### src/rtl/ysyx_23060184_mem_arbiter.sv
// Shares one memory port between the IFU (read-only) and the LSU. It grants round-robin and
// allows one outstanding transaction; a watchdog ends any transaction the memory never answers.
module ysyx_23060184_mem_arbiter #(
  parameter int ADDR_WIDTH = 32,
  parameter int DATA_WIDTH = 32,
  parameter int TIMEOUT    = 255
) (
  input  logic                      clk,
  input  logic                      rst,
  input  logic                      ifu_req_valid,
  output logic                      ifu_req_ready,
  input  logic [ADDR_WIDTH-1:0]     ifu_addr,
  output logic                      ifu_resp_valid,
  output logic [DATA_WIDTH-1:0]     ifu_rdata,
  output logic                      ifu_resp_err,
  input  logic                      lsu_req_valid,
  output logic                      lsu_req_ready,
  input  logic [ADDR_WIDTH-1:0]     lsu_addr,
  input  logic                      lsu_wen,
  input  logic [DATA_WIDTH-1:0]     lsu_wdata,
  input  logic [DATA_WIDTH/8-1:0]   lsu_wmask,
  output logic                      lsu_resp_valid,
  output logic [DATA_WIDTH-1:0]     lsu_rdata,
  output logic                      lsu_resp_err,
  output logic                      mem_req_valid,
  input  logic                      mem_req_ready,
  output logic [ADDR_WIDTH-1:0]     mem_addr,
  output logic                      mem_wen,
  output logic [DATA_WIDTH-1:0]     mem_wdata,
  output logic [DATA_WIDTH/8-1:0]   mem_wmask,
  input  logic                      mem_resp_valid,
  input  logic [DATA_WIDTH-1:0]     mem_rdata,
  input  logic                      mem_resp_err
);
  localparam int TW = (TIMEOUT > 1) ? $clog2(TIMEOUT) : 1;
  localparam logic [TW-1:0] T_LAST = TW'((TIMEOUT > 0) ? TIMEOUT - 1 : 0);
  localparam bit WD_EN = (TIMEOUT != 0);

  localparam logic [1:0] IDLE = 2'd0;
  localparam logic [1:0] REQ  = 2'd1;
  localparam logic [1:0] RESP = 2'd2;
  localparam logic OWN_IFU = 1'b0;
  localparam logic OWN_LSU = 1'b1;

  logic [1:0]              state_reg;
  logic                    owner_reg;
  logic                    last_grant_reg;
  logic [TW-1:0]           timer_reg;
  logic [ADDR_WIDTH-1:0]   addr_reg;
  logic                    wen_reg;
  logic [DATA_WIDTH-1:0]   wdata_reg;
  logic [DATA_WIDTH/8-1:0] wmask_reg;

  logic                  any_req;
  logic                  pick_lsu;
  logic                  grant;
  logic                  busy;
  logic                  mem_done;
  logic                  timed_out;
  logic                  resp_fire;
  logic [DATA_WIDTH-1:0] resp_data;
  logic                  resp_err;

  // On contention the requester that was not served last wins.
  assign any_req  = ifu_req_valid | lsu_req_valid;
  assign pick_lsu = lsu_req_valid & (~ifu_req_valid | (last_grant_reg == OWN_IFU));
  assign grant    = (state_reg == IDLE) & any_req & ~rst;

  assign ifu_req_ready = grant & ~pick_lsu;
  assign lsu_req_ready = grant & pick_lsu;

  assign busy      = (state_reg == REQ) | (state_reg == RESP);
  assign mem_done  = (state_reg == RESP) & mem_resp_valid;
  // A genuine response arriving on the deadline cycle takes priority over the timeout.
  assign timed_out = WD_EN & busy & (timer_reg == T_LAST) & ~mem_done;
  assign resp_fire = mem_done | timed_out;
  assign resp_data = mem_done ? mem_rdata : '0;
  assign resp_err  = mem_done ? mem_resp_err : timed_out;

  assign ifu_resp_valid = resp_fire & (owner_reg == OWN_IFU);
  assign ifu_rdata      = ifu_resp_valid ? resp_data : '0;
  assign ifu_resp_err   = ifu_resp_valid & resp_err;
  assign lsu_resp_valid = resp_fire & (owner_reg == OWN_LSU);
  assign lsu_rdata      = lsu_resp_valid ? resp_data : '0;
  assign lsu_resp_err   = lsu_resp_valid & resp_err;

  assign mem_req_valid = (state_reg == REQ);
  assign mem_addr      = addr_reg;
  assign mem_wen       = wen_reg;
  assign mem_wdata     = wdata_reg;
  assign mem_wmask     = wmask_reg;

  always_ff @(posedge clk or posedge rst) begin
    if (rst) begin
      state_reg      <= IDLE;
      owner_reg      <= OWN_IFU;
      last_grant_reg <= OWN_LSU;
      timer_reg      <= '0;
      addr_reg       <= '0;
      wen_reg        <= 1'b0;
      wdata_reg      <= '0;
      wmask_reg      <= '0;
    end else begin
      case (state_reg)
        IDLE: begin
          if (any_req) begin
            state_reg <= REQ;
            owner_reg <= pick_lsu;
            timer_reg <= '0;
            addr_reg  <= pick_lsu ? lsu_addr : ifu_addr;
            wen_reg   <= pick_lsu & lsu_wen;
            wdata_reg <= pick_lsu ? lsu_wdata : '0;
            wmask_reg <= pick_lsu ? lsu_wmask : '0;
          end
        end
        REQ: begin
          timer_reg <= timer_reg + TW'(1);
          if (timed_out) begin
            state_reg      <= IDLE;
            last_grant_reg <= owner_reg;
          end else if (mem_req_ready) begin
            state_reg <= RESP;
          end
        end
        RESP: begin
          timer_reg <= timer_reg + TW'(1);
          if (resp_fire) begin
            state_reg      <= IDLE;
            last_grant_reg <= owner_reg;
          end
        end
        default: state_reg <= IDLE;
      endcase
    end
  end
endmodule

### config.mk
export PLATFORM = sky130hd
export DESIGN_NAME = ysyx_23060184_mem_arbiter
export DESIGN_NICKNAME = d
export VERILOG_FILES = /design/src/rtl/ysyx_23060184_mem_arbiter.sv
export SDC_FILE = /design/constraint.sdc
export NUM_CORES = 1
export LEC_CHECK = 0
export CORE_UTILIZATION = 32
export CTS_CLUSTER_DIAMETER = 50
export DETAILED_ROUTE_END_ITERATION = 6
export HOLD_SLACK_MARGIN = 0.06
export PLACE_DENSITY = 0.87
export REMOVE_ABC_BUFFERS = 1
export SYNTH_ARGS = -nofsm -noshare
export SYNTH_HDL_FRONTEND = slang
export SYNTH_SLANG_ARGS = --single-unit
### constraint.sdc
create_clock -name clk -period 2.4 [get_ports clk]
set_input_delay 0.48 -clock clk [delete_from_list [all_inputs] [get_ports clk]]
set_output_delay 0.48 -clock clk [all_outputs]
set_load 0.02 [all_outputs]
==> impl_metrics.csv, run 1 <==
group,metric,value,unit
synthesis,yosys_warnings,0,
sta,fin_crit_sh,97.62,%
placement,dp.cells,830,
synthesis,syn_inst,387,
worst_setup_path,reg2reg_from,"state_reg[0]",
worst_setup_path,reg2reg_depth,7,
global_routing,grt_usage,22.43,%
placement,pre_cts_slack,-0.3155,ns
cells_and_area,nNetsFinal,820,
clocking,cts-root-buf,"clkbuf_16",
worst_setup_path,slowest_delay,0.59,ns
routing,firstDrtPassIters,4,
cells_and_area,final_cells,847,
sta,rsz0062_at_grt,"yes",
worst_setup_path,r2r_slack,0.41,ns
sta,slew_viol_final,0,
routing,drtAntennaViolNets,0,
cells_and_area,fillers,1017,
clocking,holdBufCountCts,0,
cells_and_area,layout_common_cells,"208 x clkdlybuf4s50_1, 80 x dfrtp_1, 64 x and3_1",
power_and_ir_drop,leakage,3.569,nW
placement,dpl.hpwl,11320,µm
worst_setup_path,reg2reg_to,"timer_reg[7]",
clocking,worstSkewPairLatency,0.33,ns
cells_and_area,layout-drive-gt1-share,14.29,%
synthesis,synthArstFlopShare,100.0,%
worst_setup_path,critPathTopFamily,"buffers and inverters",
clocking,clk_pin_slew,0.06,ns
worst_setup_path,cpMaxStageDelayCell,"clkdlybuf4s50_1",
job,cap_violations,0,
worst_setup_path,path_cells,"clkdlybuf4s50_1, buf_4, o21ai_4, nor3_1, dlygate4sd2_1",
hold_path,hold_end,"mem_addr[3]",
worst_setup_path,crit_path_start_kind,"primary input",
cells_and_area,seqCellArea,2028,µm²
global_routing,grt_max_degree,53,
sta,max_freq,426.8,MHz
cells_and_area,final_common_cell,"clkdlybuf4s50_1",
cells_and_area,antenna_cells,0,
hold_path,hold_class,"reg2reg",
placement,gp_congestion,0.8865,
routing,dr.first_iter.drc_count,148,
global_routing,overflow,0,
clocking,cts_buffers,9,
synthesis,synth_area_leader_cell,"dfrtp_1",
sta,hold_viol,0,
sta,period_needed,2.343,ns
power_and_ir_drop,total_power,7.475,mW
floorplanning,core_area,12160,µm²
sta,layout_setup_ws,0.05702,ns
synthesis,ys_types,40,
worst_setup_path,cp.arrival,1.86,ns
routing,dr_total_vias,4220,
synthesis,synth_edf_count,0,
floorplanning,ios,280,
floorplanning,die_x,114.3,µm
worst_setup_path,path_buf_inv,3,
synthesis,synthTopCellsByArea,"dfrtp_1 50%, and3_1 9.9%, a22o_1 8.0%",
clocking,cts_tree,"built",
power_and_ir_drop,ir_worst_vdd,0.6401,mV
floorplanning,start_util,33.21,%
run_status,status,"complete, no violations",
power_and_ir_drop,p_per_area,1022,nW/µm²
global_routing,grt_pass1_wl,22270,µm
cells_and_area,area_growth_syn_to_layout,81.04,%
global_routing,grt_pass1_vias,4374,
synthesis,syn-mean-instance-area,10.44,µm²
sta,setup_viol_count_final,0,
routing,wl,14520,µm
synthesis,ys_ff_latch,81,
synthesis,synth_top_area_share,49.57,%
clocking,cts_sinks,81,
clocking,clock_path_buffers,2,
routing,wl_per_cell,17.14,µm
routing,viasPerCell,4.982,
worst_setup_path,crit_fanout,5,
cells_and_area,multi_input_area,1852,µm²
worst_setup_path,critical_path_required,1.92,ns
floorplanning,die-area,13070,µm²
worst_setup_path,critPathKind,"in2out",
global_routing,antenna_found_initial,0,
synthesis,syn_area,4039,µm²
synthesis,synthFlopType,"dfrtp_1",
placement,port_buffers,279,
hold_path,hold_start,"mem_addr[3]",
worst_setup_path,critPathCaptureType,"output pin",
sta,max_slew_margin,67.06,%
sta,skew,0.009942,ns
routing,drc,0,
sta,worst_pin_slew,0.4919,ns
floorplanning,fp.dieH,114.3,µm
floorplanning,row_count,40,
hold_path,holdPathStages,2,
clocking,cts-htree-levels,3,
synthesis,ys_seq_area_share,50.22,%
==> kinds of logic (layout without fill, tap and decap cells) <==
logic type      after synthesis  after routing  synth area share [%]
compound gates               91             91                 15.80
xor+xnor                      5              5                 1.084
fa+ha+maj                     5              5                 1.549
buf+inv                      39            331                 4.554
flops                        81             81                 50.22
mux                          33             33                 8.302
simple gates                133            133                 18.49
==> cell type report <==
cell class | count | area share (%)
inverter | 6 | 0.3251
timing repair buffer | 310 | 39.70
clock inverter | 5 | 0.7700
sequential | 81 | 27.74
multi-input combinational | 267 | 25.33
clock buffer | 10 | 3.268
tap | 168 | 2.875
==> routing by layer <==
layer / wire length [µm] / track usage (%)
met3: 952 / 4.341
met2: 7472 / 41.78
met4: 618 / 12.64
met1: 5475 / 23.56
met5: 0 / 0
==> cells in the mapped netlist, drive strengths merged, types with 2 or more instances <==
library cell  count
mux2i            32
inv               6
nand2b            2
nor4b             2
a21oi             3
and2              2
dfrtp            80
nand4             3
o21ai            39
a22o             37
nand2            37
buf              16
o211ai            2
clkbuf           17
nor3              3
xnor2             5
nor2             12
and3             64
a31oi             3
ha                5
nand3             2
nor3b             3
==> worst max path at each step <==
stage | startpoint | endpoint | slack [ns] | depth (start not counted)
after global routing | state_reg[1] | lsu_rdata[13] | -0.002 | 6
final | ifu_req_valid | ifu_req_ready | 0.06 | 5
after floorplan | ifu_req_valid | ifu_req_ready | -2.31 | 2
after global placement | mem_resp_valid | lsu_rdata[27] | -0.26 | 5
after detailed placement | mem_resp_valid | lsu_rdata[13] | -0.32 | 5
after CTS | state_reg[0] | lsu_resp_err | 0.004 | 7
==> through the flow <==
stage	TNS (ns)	utilization (%)	instance area, µm²	hold slack, ns
final	0	60.12	7312	0.4789
after global routing	-0.002612	60.12	7312	0.5123
after CTS	0	59.99	7296	0.4836
after detailed placement	-24.47	58.97	7172	0.4702
after global placement	-20.22	58.97	7172	0.4651
after floorplan	-158.63	-	3877	0.4988
==> what timing repair did <==
item	4_1_cts	5_1_grt
resized for setup	175	26
buffers inserted	1	0
cloned	1	0
pin swaps	1	0
setup endpoints to repair	70	28
==> tightest hold or removal path, delay by kind of cell (launching register included) <==
family           cells  cell delay (ns)
AO/OA/AOI/OAI        1             0.06
flip-flops           1             0.34
AND/OR/NAND/NOR      1             0.04
==> report_power, final <==
group          switching [mW]  total, mW  leakage, nW  internal (mW)
clock network           0.534       1.36        0.144          0.826
registers               0.326       2.23         1.04           1.91
logic                    2.05       3.88         2.39           1.83
Note: power is estimated with default switching activity, not from simulation.
==> inputs of run 2 (changes only) <==
Settings changed: GPL_ROUTABILITY_DRIVEN from default to 0, PLACE_DENSITY 0.87 to 0.77.
==> run 2 against run 1 <==
Worst hold slack got worse by 0.0030 ns. Maximum frequency decreased by 0.14%. Global-route usage down 0.86 points. Clock power down 7%. Sequential share of layout area about the same. Wire length decreased by 4.1%. Highest routed layer unchanged. Die area unchanged. First-iteration DRC count shrank 16%.
==> impl_metrics.csv, run 2 (same netlist as run 1, synthesis figures left out) <==
group,metric,value,unit
power_and_ir_drop,switching_power,2.888,mW
global_routing,grt_pass1_wl,21360,µm
routing,wl_per_cell,16.51,µm
placement,pre_cts_slack,-0.4697,ns
cells_and_area,final_common_cell,"clkdlybuf4s50_1",
placement,dpl.hpwl,10660,µm
clocking,cts_buffers,9,
clocking,cts_sinks,81,
floorplanning,die-area,13070,µm²
worst_setup_path,critPathCaptureType,"output pin",
cells_and_area,nNetsFinal,815,
power_and_ir_drop,p_comb_share,52.1,%
sta,worst_pin_slew,0.5288,ns
sta,slew_viol_final,0,
routing,dr.first_iter.drc_count,125,
power_and_ir_drop,p_per_area,1000,nW/µm²
sta,fin_hold_ws,0.4759,ns
cells_and_area,area_growth_syn_to_layout,80.76,%
hold_path,hold_class,"reg2reg",
cells_and_area,layout_common_cells,"207 x clkdlybuf4s50_1, 80 x dfrtp_1, 64 x and3_1",
power_and_ir_drop,pwr-share-seq,30.6,%
sta,fin_crit_sh,97.76,%
power_and_ir_drop,leakage,3.420,nW
routing,dr_total_vias,4124,
floorplanning,start_util,33.21,%
clocking,cts-root-buf,"clkbuf_16",
sta,rsz0062_at_grt,"yes",
clocking,holdBufCountCts,0,
floorplanning,row_count,40,
worst_setup_path,crit_fanout,5,
power_and_ir_drop,ir_worst_vdd,0.5716,mV
clocking,cts_tree,"built",
sta,tns,0,ns
floorplanning,core_area,12160,µm²
cells_and_area,antenna_cells,0,
floorplanning,die_x,114.3,µm
floorplanning,ios,280,
placement,placed_area,7117,µm²
worst_setup_path,cp.arrival,1.87,ns
floorplanning,fp.dieH,114.3,µm
worst_setup_path,r2r_slack,0.45,ns
cells_and_area,layout-drive-gt1-share,18.52,%
routing,wl,13920,µm
power_and_ir_drop,p_int,4.414,mW
routing,drc,0,
clocking,cts_post_setup_buffers_inserted,0,
sta,max_freq,426.2,MHz
job,cap_violations,0,
sta,setup_viol_count_final,0,
power_and_ir_drop,switching_share,39.55,%
clocking,clk_pin_slew,0.06,ns
power_and_ir_drop,total_power,7.302,mW
global_routing,grt_pass1_vias,4170,
global_routing,antenna_found_initial,0,
cells_and_area,fin_area,7301,µm²
sta,layout_setup_ws,0.05379,ns
worst_setup_path,critical_path_required,1.92,ns
global_routing,grt_usage,21.57,%
worst_setup_path,critPathKind,"reg2out",
routing,firstDrtPassIters,4,
sta,max_slew_margin,64.75,%
worst_setup_path,crit_path_start_kind,"flop",
global_routing,grt_max_degree,58,
clocking,clock_path_buffers,2,
clocking,cts-htree-levels,3,
sta,skew,0.006311,ns
placement,port_buffers,279,
sta,hold_viol,0,
clocking,worstSkewPairLatency,0.33,ns
power_and_ir_drop,power_frac_clock,17.4,%
routing,viasPerCell,4.892,
sta,period_needed,2.346,ns
global_routing,overflow,0,
run_status,status,"complete, no violations",
routing,drtAntennaViolNets,0,
[run 2: path summary, 6_finish.rpt]
| check | start | to | depth (start not counted) |
|---|---|---|---|
| min in group asynchronous | rst | mem_wdata[0] | 3 |
| max | state_reg[1] | lsu_resp_valid | 6 |
| min | mem_addr[20] | mem_addr[20] | 2 |
| min reg2reg | mem_addr[20] | mem_addr[20] | 2 |
| max in group asynchronous | rst | mem_addr[19] | 4 |
| max reg2reg | state_reg[1] | timer_reg[7] | 7 |
[run 2: through the flow]
step	util [%]	std cells
final	60.03	843
after CTS	61.09	843
after detailed placement	58.52	826
after global placement	58.52	826
after global routing	60.03	843
after floorplan	-	354
[run 2: power groups by stage]
stage | combinational, mW | sequential (mW) | clock, mW
CTS | 3.84 | 2.23 | 1.31
finish | 3.80 | 2.23 | 1.27
global route | 4.09 | 2.30 | 1.37
floorplan | 1.33 | 2.81 | 0
global placement | 3.75 | 2.23 | 0
detailed placement | 3.84 | 2.24 | 0
[run 2: timing repair]
item                       CTS  global route
setup endpoints to repair   70            70
gates cloned                 1             0
gates resized for setup    151            73
pin swaps                    1             0
[run 2: metal layers]
| layer | vias to the layer above | share of wire, % | GRT usage, % |
|---|---|---|---|
| met5 | - | 0 | 0 |
| met4 | 0 | 3.4 | 10.82 |
| met3 | 29 | 7.8 | 6.776 |
| met2 | 205 | 50 | 38.38 |
| met1 | 1922 | 39 | 23.01 |
| li1 | 1968 | - | - |
[run 2: layout make-up]
cell class	count	area, µm²
inverters	6	23.77
fillers	1014	4861
repair buffers	305	2887
clock buffers	12	246.5
flip-flops and latches	81	2028
clock inverters	4	28.78
well taps	168	210.2
multi-input cells	267	1877
[run 2: worst max-delay path, stage by stage (launching register included)]
cell and delay (ns):
dfrtp_1 0.37, inv_1 0.07, ha_1 0.34, nand4_4 0.14
or2_2 0.31, a21oi_1 0.13, buf_4 0.16
